==> config.mk <==
export PLATFORM = sky130hd
export DESIGN_NAME = psum_ctrl
export DESIGN_NICKNAME = d
export VERILOG_FILES = /design/src/rtl/psum_ctrl.sv
export SDC_FILE = /design/constraint.sdc
export NUM_CORES = 1
export LEC_CHECK = 0
export ABC_AREA = 0
export BUFFER_PORTS_ARGS = -buffer_cell sky130_fd_sc_hd__buf_2
export CORE_UTILIZATION = 45
export CTS_BUF_LIST = sky130_fd_sc_hd__clkbuf_4
export DETAILED_ROUTE_END_ITERATION = 12
export PLACE_DENSITY = 0.79
export SYNTH_ARGS = -nofsm -noshare
export SYNTH_HDL_FRONTEND = slang
export SYNTH_SLANG_ARGS = --single-unit
export TNS_END_PERCENT = 1
==> constraint.sdc <==
create_clock -name clk -period 3.5 [get_ports clk]
set_input_delay 0.875 -clock clk [delete_from_list [all_inputs] [get_ports clk]]
set_output_delay 0.875 -clock clk [all_outputs]
set_load 0.005 [all_outputs]
==> src/rtl/psum_ctrl.sv <==
// psum_ctrl: partial-sum scratchpad controller that loads psums, accumulates MAC products over passes, and drains them.
// Define PSUM_SAT_EN for saturating accumulation with a sticky ovf flag; otherwise sums wrap and ovf is 0.
module psum_ctrl #(
    parameter int MEM_DEPTH  = 24,
    parameter int DATA_WIDTH = 16,
    parameter int ADDR_WIDTH = $clog2(MEM_DEPTH)
) (
    input  logic                  clk,
    input  logic                  reset,
    input  logic                  start,
    input  logic [ADDR_WIDTH-1:0] cfg_len,
    input  logic [7:0]            cfg_passes,
    input  logic [DATA_WIDTH-1:0] psum_in_data,
    input  logic                  psum_in_valid,
    output logic                  psum_in_ready,
    input  logic [DATA_WIDTH-1:0] mac_data,
    input  logic                  mac_valid,
    output logic                  mac_ready,
    output logic [DATA_WIDTH-1:0] psum_out_data,
    output logic                  psum_out_valid,
    input  logic                  psum_out_ready,
    output logic                  spad_w_en,
    output logic [ADDR_WIDTH-1:0] spad_w_addr,
    output logic [DATA_WIDTH-1:0] spad_din,
    output logic [ADDR_WIDTH-1:0] spad_r_addr,
    input  logic [DATA_WIDTH-1:0] spad_dout,
    output logic                  busy,
    output logic                  done,
    output logic                  ovf
);

    typedef enum logic [1:0] {
        S_IDLE,
        S_LOAD,
        S_ACCUM,
        S_DRAIN
    } state_t;

    state_t                  state_q, state_d;
    logic [ADDR_WIDTH-1:0]   addr_q, addr_d;
    logic [ADDR_WIDTH-1:0]   len_q, len_d;
    logic [7:0]              pass_q, pass_d;
    logic [7:0]              passes_q, passes_d;
    logic                    last_addr;
    logic [DATA_WIDTH-1:0]   sum_raw;
    logic [DATA_WIDTH-1:0]   sum;

    assign last_addr     = (addr_q == len_q);
    assign spad_r_addr   = addr_q;
    assign psum_out_data = spad_dout;
    assign busy          = (state_q != S_IDLE);

    // Two's complement addition is sign-agnostic at equal widths; signedness only matters for overflow.
    assign sum_raw = spad_dout + mac_data;

`ifdef PSUM_SAT_EN
    localparam logic [DATA_WIDTH-1:0] SAT_MAX = {1'b0, {(DATA_WIDTH-1){1'b1}}};
    localparam logic [DATA_WIDTH-1:0] SAT_MIN = {1'b1, {(DATA_WIDTH-1){1'b0}}};

    logic sum_ovf;
    logic ovf_q, ovf_d;

    // Overflow only when both operands share a sign and the result sign differs.
    assign sum_ovf = (spad_dout[DATA_WIDTH-1] == mac_data[DATA_WIDTH-1]) &&
                     (sum_raw[DATA_WIDTH-1] != spad_dout[DATA_WIDTH-1]);
    assign sum     = sum_ovf ? (spad_dout[DATA_WIDTH-1] ? SAT_MIN : SAT_MAX) : sum_raw;

    always_comb begin
        ovf_d = ovf_q;
        if (state_q == S_IDLE && start) begin
            ovf_d = 1'b0;
        end else if (state_q == S_ACCUM && mac_valid && sum_ovf) begin
            ovf_d = 1'b1;
        end
    end

    always_ff @(posedge clk) begin
        if (reset) begin
            ovf_q <= 1'b0;
        end else begin
            ovf_q <= ovf_d;
        end
    end

    assign ovf = ovf_q;
`else
    assign sum = sum_raw;
    assign ovf = 1'b0;
`endif

    always_comb begin
        // NOTE: every output and next-state value gets a default first so no path infers a latch.
        state_d        = state_q;
        addr_d         = addr_q;
        len_d          = len_q;
        pass_d         = pass_q;
        passes_d       = passes_q;
        psum_in_ready  = 1'b0;
        mac_ready      = 1'b0;
        psum_out_valid = 1'b0;
        done           = 1'b0;
        spad_w_en      = 1'b0;
        spad_w_addr    = addr_q;
        spad_din       = '0;

        case (state_q)
            S_IDLE: begin
                if (start) begin
                    len_d    = cfg_len;
                    passes_d = cfg_passes;
                    addr_d   = '0;
                    pass_d   = '0;
                    state_d  = S_LOAD;
                end
            end

            S_LOAD: begin
                psum_in_ready = 1'b1;
                if (psum_in_valid) begin
                    spad_w_en = 1'b1;
                    spad_din  = psum_in_data;
                    if (last_addr) begin
                        addr_d  = '0;
                        state_d = (passes_q == 8'd0) ? S_DRAIN : S_ACCUM;
                    end else begin
                        addr_d = addr_q + 1'b1;
                    end
                end
            end

            S_ACCUM: begin
                // Read at the falling edge sees the write of the preceding rising edge, so RMW never stalls.
                mac_ready = 1'b1;
                if (mac_valid) begin
                    spad_w_en = 1'b1;
                    spad_din  = sum;
                    if (last_addr) begin
                        addr_d = '0;
                        pass_d = pass_q + 8'd1;
                        if (pass_d == passes_q) begin
                            state_d = S_DRAIN;
                        end
                    end else begin
                        addr_d = addr_q + 1'b1;
                    end
                end
            end

            S_DRAIN: begin
                psum_out_valid = 1'b1;
                if (psum_out_ready) begin
                    if (last_addr) begin
                        done    = 1'b1;
                        addr_d  = '0;
                        state_d = S_IDLE;
                    end else begin
                        addr_d = addr_q + 1'b1;
                    end
                end
            end

            default: state_d = S_IDLE;
        endcase
    end

    // NOTE: the psum storage lives in the external scratchpad and is never reset; only control state is.
    always_ff @(posedge clk) begin
        // NOTE: non-blocking assignments keep every flop sampling pre-edge values.
        if (reset) begin
            state_q  <= S_IDLE;
            addr_q   <= '0;
            len_q    <= '0;
            pass_q   <= '0;
            passes_q <= '0;
        end else begin
            state_q  <= state_d;
            addr_q   <= addr_d;
            len_q    <= len_d;
            pass_q   <= pass_d;
            passes_q <= passes_d;
        end
    end

endmodule

==> results of run 1 <==
sequential cells by signal (all words and copies together), names as in the netlist:
name and cells:
len_q 5, pass_q 8, passes_q 8, spad_r_addr 5
state_q 2
worst max path at each step:
stage | start | end | cells past startpoint | slack [ns]
floorplan | mac_data[1] | spad_din[13] | 8 | 0.02
global placement | mac_data[1] | spad_din[13] | 11 | -0.31
detailed placement | mac_data[1] | spad_din[13] | 11 | -0.34
CTS | spad_dout[1] | spad_din[13] | 11 | -0.23
global route | spad_dout[5] | spad_din[13] | 10 | -0.35
finish | spad_dout[5] | spad_din[13] | 10 | -0.26
cells in the final DEF (no fill, tap or decap), types with 2 or more instances in the layout:
cell / n
a21boi_0: 3
a21o_1: 8
a21oi_1: 27
a21oi_2: 2
a22oi_1: 4
a311oi_1: 6
a31oi_1: 2
a41oi_1: 2
and2_1: 7
and3_1: 7
buf_2: 111
buf_4: 18
buf_8: 2
clkbuf_4: 3
dfxtp_1: 28
ha_1: 17
ha_4: 4
inv_1: 11
mux2i_1: 4
nand2_1: 55
nand2b_1: 5
nand3_1: 8
nand3b_1: 2
nand4b_1: 2
nor2_1: 15
nor2_2: 2
nor2b_1: 5
nor3_1: 3
nor4_1: 4
o21a_1: 2
o21ai_0: 15
o21ai_1: 8
o21ai_2: 2
or2_2: 2
or3_1: 3
xnor2_1: 12
xor2_1: 14
routing by layer:
layer | up-vias | share of wire, % | track usage [%]
met5 | - | 0 | 0
met2 | 98 | 51 | 42.91
met4 | 0 | 1.2 | 6.727
met3 | 12 | 4.2 | 1.829
li1 | 1431 | - | -
met1 | 1342 | 43 | 25.75
cell families (layout without fill, tap and decap cells):
logic type / count (synthesis) / count (layout) / synth area share, %
compound gates: 96 / 96 / 23.51
xor+xnor: 26 / 26 / 8.438
fa+ha+maj: 23 / 23 / 10.94
buf+inv: 49 / 146 / 10.15
flops: 28 / 28 / 20.77
mux: 5 / 5 / 1.901
other cells: 1 / 1 / 0.1389
simple gates: 130 / 130 / 24.15
power breakdown:
part | leakage, nW | internal [mW] | switching [mW]
Clock | 0.0138 | 0.0404 | 0.0954
Combinational | 1.35 | 0.370 | 0.488
Sequential | 0.228 | 0.364 | 0.0506
Total | 1.59 | 0.774 | 0.634
synth_stat cells (5+ instances only):
cell      number  area, sq um
nor2_1        16        60.06
nand2b_1       5        31.28
a311oi_1       6        52.55
xnor2_1       12        105.1
nand2_1       55        206.5
inv_1         11        41.29
and2_1         7        43.79
a21oi_1       29        145.1
a21o_1         8        60.06
buf_4         23        172.7
xor2_1        14        122.6
clkbuf_1      11        41.29
dfxtp_1       28        560.5
and3_1         7        43.79
nor2b_1        6        37.54
nand3_1        8        40.04
ha_1          22        275.3
o21ai_0       23        115.1
per-stage QoR:
| step | hold slack, ns | TNS (ns) | total power [mW] | instance area [sq um] |
|---|---|---|---|---|
| final | 0.4773 | -0.4179 | 1.408 | 3406 |
| after detailed placement | 0.4598 | -1.592 | 1.239 | 3233 |
| after global placement | 0.4556 | -1.489 | 1.214 | 3233 |
| after CTS | 0.4789 | -0.4094 | 1.390 | 3357 |
| after global routing | 0.5061 | -0.9698 | 1.523 | 3406 |
| after floorplan | 0.4481 | 0 | 1.002 | 2715 |
repair_timing:
action	4_1_cts	5_1_grt
gates resized for setup	17	14
endpoints found under the hold margin	0	0
setup endpoints to repair	8	10
pin swaps	9	11
buffers inserted	3	3
tightest hold or removal path, cell delays in order, from the launching register on:
cell and delay (ns):
dfxtp_1 0.35, nand2_1 0.05, a21oi_1 0.05
final cells by class:
| type | count | area share [%] |
|---|---|---|
| Sequential cell | 28 | 16.46 |
| Clock buffer | 3 | 0.6613 |
| Multi-Input combinational cell | 281 | 57.53 |
| Inverter | 11 | 1.212 |
| Tap cell | 72 | 2.645 |
| Timing Repair Buffer | 132 | 21.49 |
==> results summary, run 1 <==
The global-route congestion overflow total is 0. The count of vias placed by the detailed router is 2883. The first detailed-routing pass ran for 4 iterations. The number of slew-limit violations in the final report came out at 0. CTS placed an instance of clkbuf_4 at the clock tree root. The final hold violation count is 0.

The cell area that synthesis handed to floorplanning was 2699 sq um. The first global-routing pass estimated 11560 microns of wire. The final-layout fill cell count is 469. The number of cells on the worst reg-to-reg path is 9. The portion of the clock cycle consumed by the worst path in the final layout came out at 107.5%. The final-stage net count is 547. The HPWL after detailed placement is 5390 microns. After detailed routing, the total wire length is 7212 microns. The worst path buffer plus inverter count came out at 2. The clock skew after layout came out at 0.002173 ns.

The area inside the core boundary is 5642 sq um. At the worst endpoint, the required time is 2.62 ns. The normalized max-slew margin is 35.47%.

For this design, the slowest cell found on the critical path is o41a_1. Sequential elements use 20.77% of the synthesized area. The final reports fail on setup timing. For hold timing, the worst endpoint is len_q[2]. The floorplan die area is 6312 sq um.

The number of maximum-capacitance violations is 0. The number of cells in the design after placement came out at 518. For this configuration, the core starts out at a cell density of 47.84%. The startpoint identified for the worst register-to-register timing path is state_q[1]. The kind of cell adding the most delay to the critical path is compound AO/OA/AOI/OAI gates. The post-synthesis area per instance is 7.539 sq um. The distinct cell type count after synthesis is 60. The multi-input combinational cell area came out at 1959 sq um. The filler-free cell count of the finished design is 527. The slack of the worst reg-to-reg path came out at 1.01 ns. The CTS buffer count came out at 3. The flow ran to the end, but the final reports show violations.

The relative area change from synthesis to final layout came out at 26.19%. 116 I/O pins were placed. The worst-case vdd ir drop is 0.2756 mV. Of the cells placed in the final design, the portion with a size suffix greater than 1 is 35.82%.

Once detail routing completed, the nets flagged for antenna violations numbered 0. The clock-pin slew of the registers on the worst-case setup and hold paths came out at 0.15 ns. The largest net degree at the start of global routing is 29. The maximum clock insertion buffer count is 2. The number of antenna violations at the first check in global routing was 0. The hold buffer count at CTS is 0. The number of cells on the worst hold path came out at 2. Traced cell by cell, the critical path runs through buf_8, ha_4, a21o_1, a31o_1, o41a_1, a221o_1, a21oi_2, xor2_1, o21ai_1, buf_2. The maximum clock frequency came out at 0.2659 GHz. The average via count per standard cell came out at 5.471. Synthesis produced a netlist with a net count of 448. The horizontal die dimension is 79.45 microns. The worst setup path is of the in2out kind. The count of final setup violators is 2. The number of buffers added on ports came out at 114. Prior to clock tree synthesis, the placed netlist has a worst setup slack of -0.3382 ns.

The endpoint kind of the worst setup timing path is an output pin. The row count came out at 27. The areal power density over the cells is 413.4 nW/um^2. The remaining routing DRC violations is 0. At the end of routability-driven placement, the weighted congestion stood at 0.8597. The via count of the first global-routing pass is 2760.

The startpoint type of the worst setup path is a primary input. The detailed-route wire length per cell is 13.69 microns. The static leakage is 1.590 nW. For the pin with the worst max-slew slack, the measured transition is 0.9644 ns. The global router's overall resource usage came out at 22.33%. In this run the most critical hold path is launched from len_q[2].

The minimum clock period after layout came out at 3.761 ns. Setup repair after global routing could not meet its margin everywhere. The count of synthesis-stage warnings from yosys is 0. The starting DRC count in detailed routing came out at 125. The worst-path maximum fanout is 4. Once layout is complete, the utilization of the core stands at 60.37%. For this run, the leading register cell type out of synthesis is dfxtp_1. The path class of the tightest hold or removal check is reg2reg. After technology mapping, the gate count stands at 358. The clock net sink count is 28. The insertion delay of the later-clocked pin in the worst-skew pair came out at 0.33 ns. The TritonCTS clock tree is built. The antenna diode instance count is 0. The number of enable-type register cells in the synthesized netlist came out at 0. The deepest level of the CTS H-tree came out at 1. The overall die height came out at 79.45 microns. For this run, the slowest stage of the critical path takes 0.40 ns. The post-synthesis async set-or-reset flop share came out at 0%.

The worst register-to-register path ends at state_q[0]. The number of register bits inferred by synthesis is 28. The register cell area after layout is 560.5 sq um. The data arrival time at the worst-slack endpoint is 2.89 ns. Once routing completed, OpenROAD measured the worst setup slack at -0.2613 ns.
Note: power is estimated with default switching activity, not from simulation.
==> run 2, diff against run 1 <==
Settings changed: CELL_PAD_IN_SITES_DETAIL_PLACEMENT set to 1, CELL_PAD_IN_SITES_GLOBAL_PLACEMENT set to 1, CORE_UTILIZATION 45 to 31, PLACE_DENSITY 0.79 to not set, PLACE_DENSITY_LB_ADDON set to 0.1.
==> run 2 against run 1 <==
Against the previous run: the run still ends with setup timing left; cell count up 7.0%; first-iteration DRC count down 47%; register-to-register slack worse by 0.04 ns; sequential cell count unchanged; sequential power about the same; critical path depth unchanged; worst hold slack better by 0.0083 ns; critical path type unchanged; highest routed layer unchanged.
==> results summary, run 2 (synthesis results as in run 1) <==
The number of buffers added on ports came to 114 (unchanged). The final-stage net count came out at 550 (was 547). The area inside the core boundary came out at 8341 sq um (was 5642 sq um).

The total wire length came out at 7761 microns (was 7212 microns). The placed cell area is 3312 sq um (was 3233 sq um). The final design area excluding fillers is 3461 sq um (was 3406 sq um). The internal portion of total power is 777.5 uW (was 774.4 uW). The horizontal die dimension is 95.31 microns (was 79.45 microns).

Result of the run: finished, violations left (unchanged). The slack of the worst reg-to-reg path was 0.97 ns (was 1.01 ns). The static leakage is 1.603 nW (was 1.590 nW). The effective utilization at floorplan was 32.36% (was 47.84%). The remaining number of nets flagged by the antenna check after routing is 0 (unchanged). The worst setup path category is in2out (unchanged). The pin slew with the least headroom to its limit is 0.7886 ns (was 0.9644 ns). The sequential share of power was 29.2% (was 29.4%). The source of the worst hold timing path was len_q[3] (was len_q[2]).

The global-route congestion overflow total is 0 (unchanged). The worst-path maximum fanout is 4 (unchanged). The portion of total power attributed to the clock network is 10.5% (was 9.6%).

The data arrival time at the worst-slack endpoint came out at 2.81 ns (was 2.89 ns). The starting DRC count in detailed routing came out at 66 (was 125). The number of maximum-capacitance violations was 0 (unchanged). The depth of the most critical reg-to-reg path is 9 (unchanged).

Most frequent cells in the layout: buf_2, nand2_1, a21oi_1, dfxtp_1, buf_4 (was buf_2, nand2_1, dfxtp_1). The worst flop-to-flop path startpoint is state_q[1] (unchanged). The portion of the clock cycle consumed by the worst path in the final layout was 105.2% (was 107.5%). The deepest level of the CTS H-tree came out at 1 (unchanged). The maximum clock insertion buffer count is 2 (unchanged). The areal power density over the cells came out at 409.4 nW/um^2 (was 413.4 nW/um^2). The minimum clock period after layout is 3.683 ns (was 3.761 ns). The antenna diode instance count is 0 (unchanged). The CTS buffer count came to 3 (unchanged). The first-pass GRT wire length was 12520 microns (was 11560 microns). The overall power after layout is 1.417 mW (was 1.408 mW). The HPWL after detailed placement came out at 6240 microns (was 5390 microns).

The number of cells on the worst hold path came out at 2 (unchanged). The TritonCTS clock tree is built (unchanged). The worst hold-check path type is reg2reg (unchanged).

The via count of the first global-routing pass came to 2744 (was 2760). The count of final setup violators came out at 8 (was 2). The switching part of the total power came out at 45.12% (was 45.00%).

The global router's overall resource usage is 17.15% (was 22.33%). Violations in the final reports: setup timing (unchanged). The final hold violation count came out at 0 (unchanged). The floorplan die area is 9083 sq um (was 6312 sq um). The switching power is 639.3 uW (was 633.6 uW).

The relative area change from synthesis to final layout is 28.23% (was 26.19%). Largest registers: pass_q: 8 flops, passes_q: 8 flops (unchanged). Unrepaired setup endpoints after global routing: yes (unchanged). The maximum clock frequency came to 0.2715 GHz (was 0.2659 GHz). The startpoint type of the worst setup path is a primary input (unchanged).

The number of detailed-routing iterations run before antenna repair came out at 4 (unchanged). The hold buffer count at CTS was 0 (unchanged). The normalized max-slew margin is 47.23% (was 35.47%). The worst-case vdd ir drop came out at 0.1565 mV (was 0.2756 mV). The fraction of final layout cells with drive strength greater than 1 came out at 35.73% (was 35.82%). The number of antenna violations at the first check in global routing came out at 0 (unchanged). The required time reported for the critical path endpoint was 2.62 ns (about the same). The top-level I/O count is 116 (unchanged). The endpoint kind of the worst setup timing path was an output pin (unchanged). The clock-pin slew of the registers on the worst-case setup and hold paths was 0.17 ns (was 0.15 ns). The clock net sink count was 28 (unchanged). The overall die height is 95.31 microns (was 79.45 microns). The count of vias placed by the detailed router is 2845 (was 2883).

The root buffer cell was clkbuf_4 (unchanged). The largest net degree at the start of global routing is 29 (unchanged). The remaining routing DRC violations was 0 (unchanged).

The row count came to 33 (was 27). The clock skew after layout is 0.01367 ns (was 0.002173 ns). The final-layout fill cell count came out at 1083 (was 469). The detailed-route wire length per cell came out at 13.76 microns (was 13.69 microns). The capture instance of the worst register-to-register path is state_q[0] (unchanged). The number of slew-limit violations in the final report came to 0 (unchanged).

The routability-driven placement congestion ratio came to 0.8018 (was 0.8597). The capture endpoint of the worst hold path is len_q[3] (was len_q[2]). The share of power burned in combinational logic came out at 60.3% (was 60.9%). The final worst slack came out at -0.1826 ns (was -0.2613 ns). The most common library cell in the layout ignoring fill and taps was buf_2 (unchanged). The average via count per standard cell is 5.044 (was 5.471). The insertion delay of the later-clocked pin in the worst-skew pair is 0.35 ns (was 0.33 ns).
run 2: repair_timing:
item	in CTS	in global routing
gates resized for setup	19	5
setup endpoints to repair	9	10
pin swaps	16	2
endpoints found under the hold margin	0	0
buffers inserted	4	0
run 2: power groups by stage:
stage                     clock network, mW  registers [mW]  logic, mW
after floorplan                           0           0.408      0.594
after global placement                    0           0.420      0.826
after detailed placement                  0           0.422      0.837
after CTS                             0.154           0.415      0.861
after global routing                  0.167           0.422      0.956
final                                 0.148           0.414      0.854
run 2: worst max-delay path, stage by stage:
cell and delay [ns]:
buf_8 0.10, ha_4 0.24, a21o_1 0.19, a31o_1 0.22, o41a_1 0.36, a221o_1 0.32, a21oi_2 0.15, xor2_1 0.15
o21ai_1 0.07, buf_2 0.14
run 2: per-stage QoR:
stage                     util [%]  std cells  setup TNS (ns)  setup slack [ns]  hold slack (ns)
after floorplan                  -        358               0           0.02212           0.4481
after global placement       39.71        556          -2.234           -0.3492           0.4592
after detailed placement     39.71        556          -2.333           -0.3721           0.4668
after CTS                    41.36        564         -0.7504           -0.1837           0.4880
after global routing         41.49        564          -1.778           -0.2669           0.5211
final                        41.49        564         -0.7059           -0.1826           0.4857
run 2: metal layers:
layer	vias up	track usage (%)	part of all wire, %
met4	0	4.293	1.2
li1	1444	-	-
met5	-	0	0
met3	6	1.754	3.9
met2	72	31.49	49
met1	1323	21.13	46
run 2: final cells by class:
cell class | count | area (sq um) | share of cell area (%)
multi-input cells | 281 | 1947 | 56.25
clock buffers | 3 | 22.52 | 0.6508
flip-flops and latches | 28 | 560.5 | 16.20
repair buffers | 135 | 754.5 | 21.80
inverters | 11 | 41.29 | 1.193
clock inverters | 1 | 3.754 | 0.1085
well taps | 105 | 131.4 | 3.796
run 2: worst max-delay path by stage:
stage	startpoint	endpoint	slack (ns)	cells after the start
6_report	spad_dout[5]	spad_din[13]	-0.18	10
5_1_grt	spad_dout[5]	spad_din[13]	-0.27	10
4_1_cts	spad_dout[1]	spad_din[13]	-0.18	11
3_5_place_dp	spad_dout[0]	spad_din[10]	-0.37	13
3_3_place_gp	spad_dout[0]	spad_din[10]	-0.35	13
2_1_floorplan	mac_data[1]	spad_din[13]	0.02	8
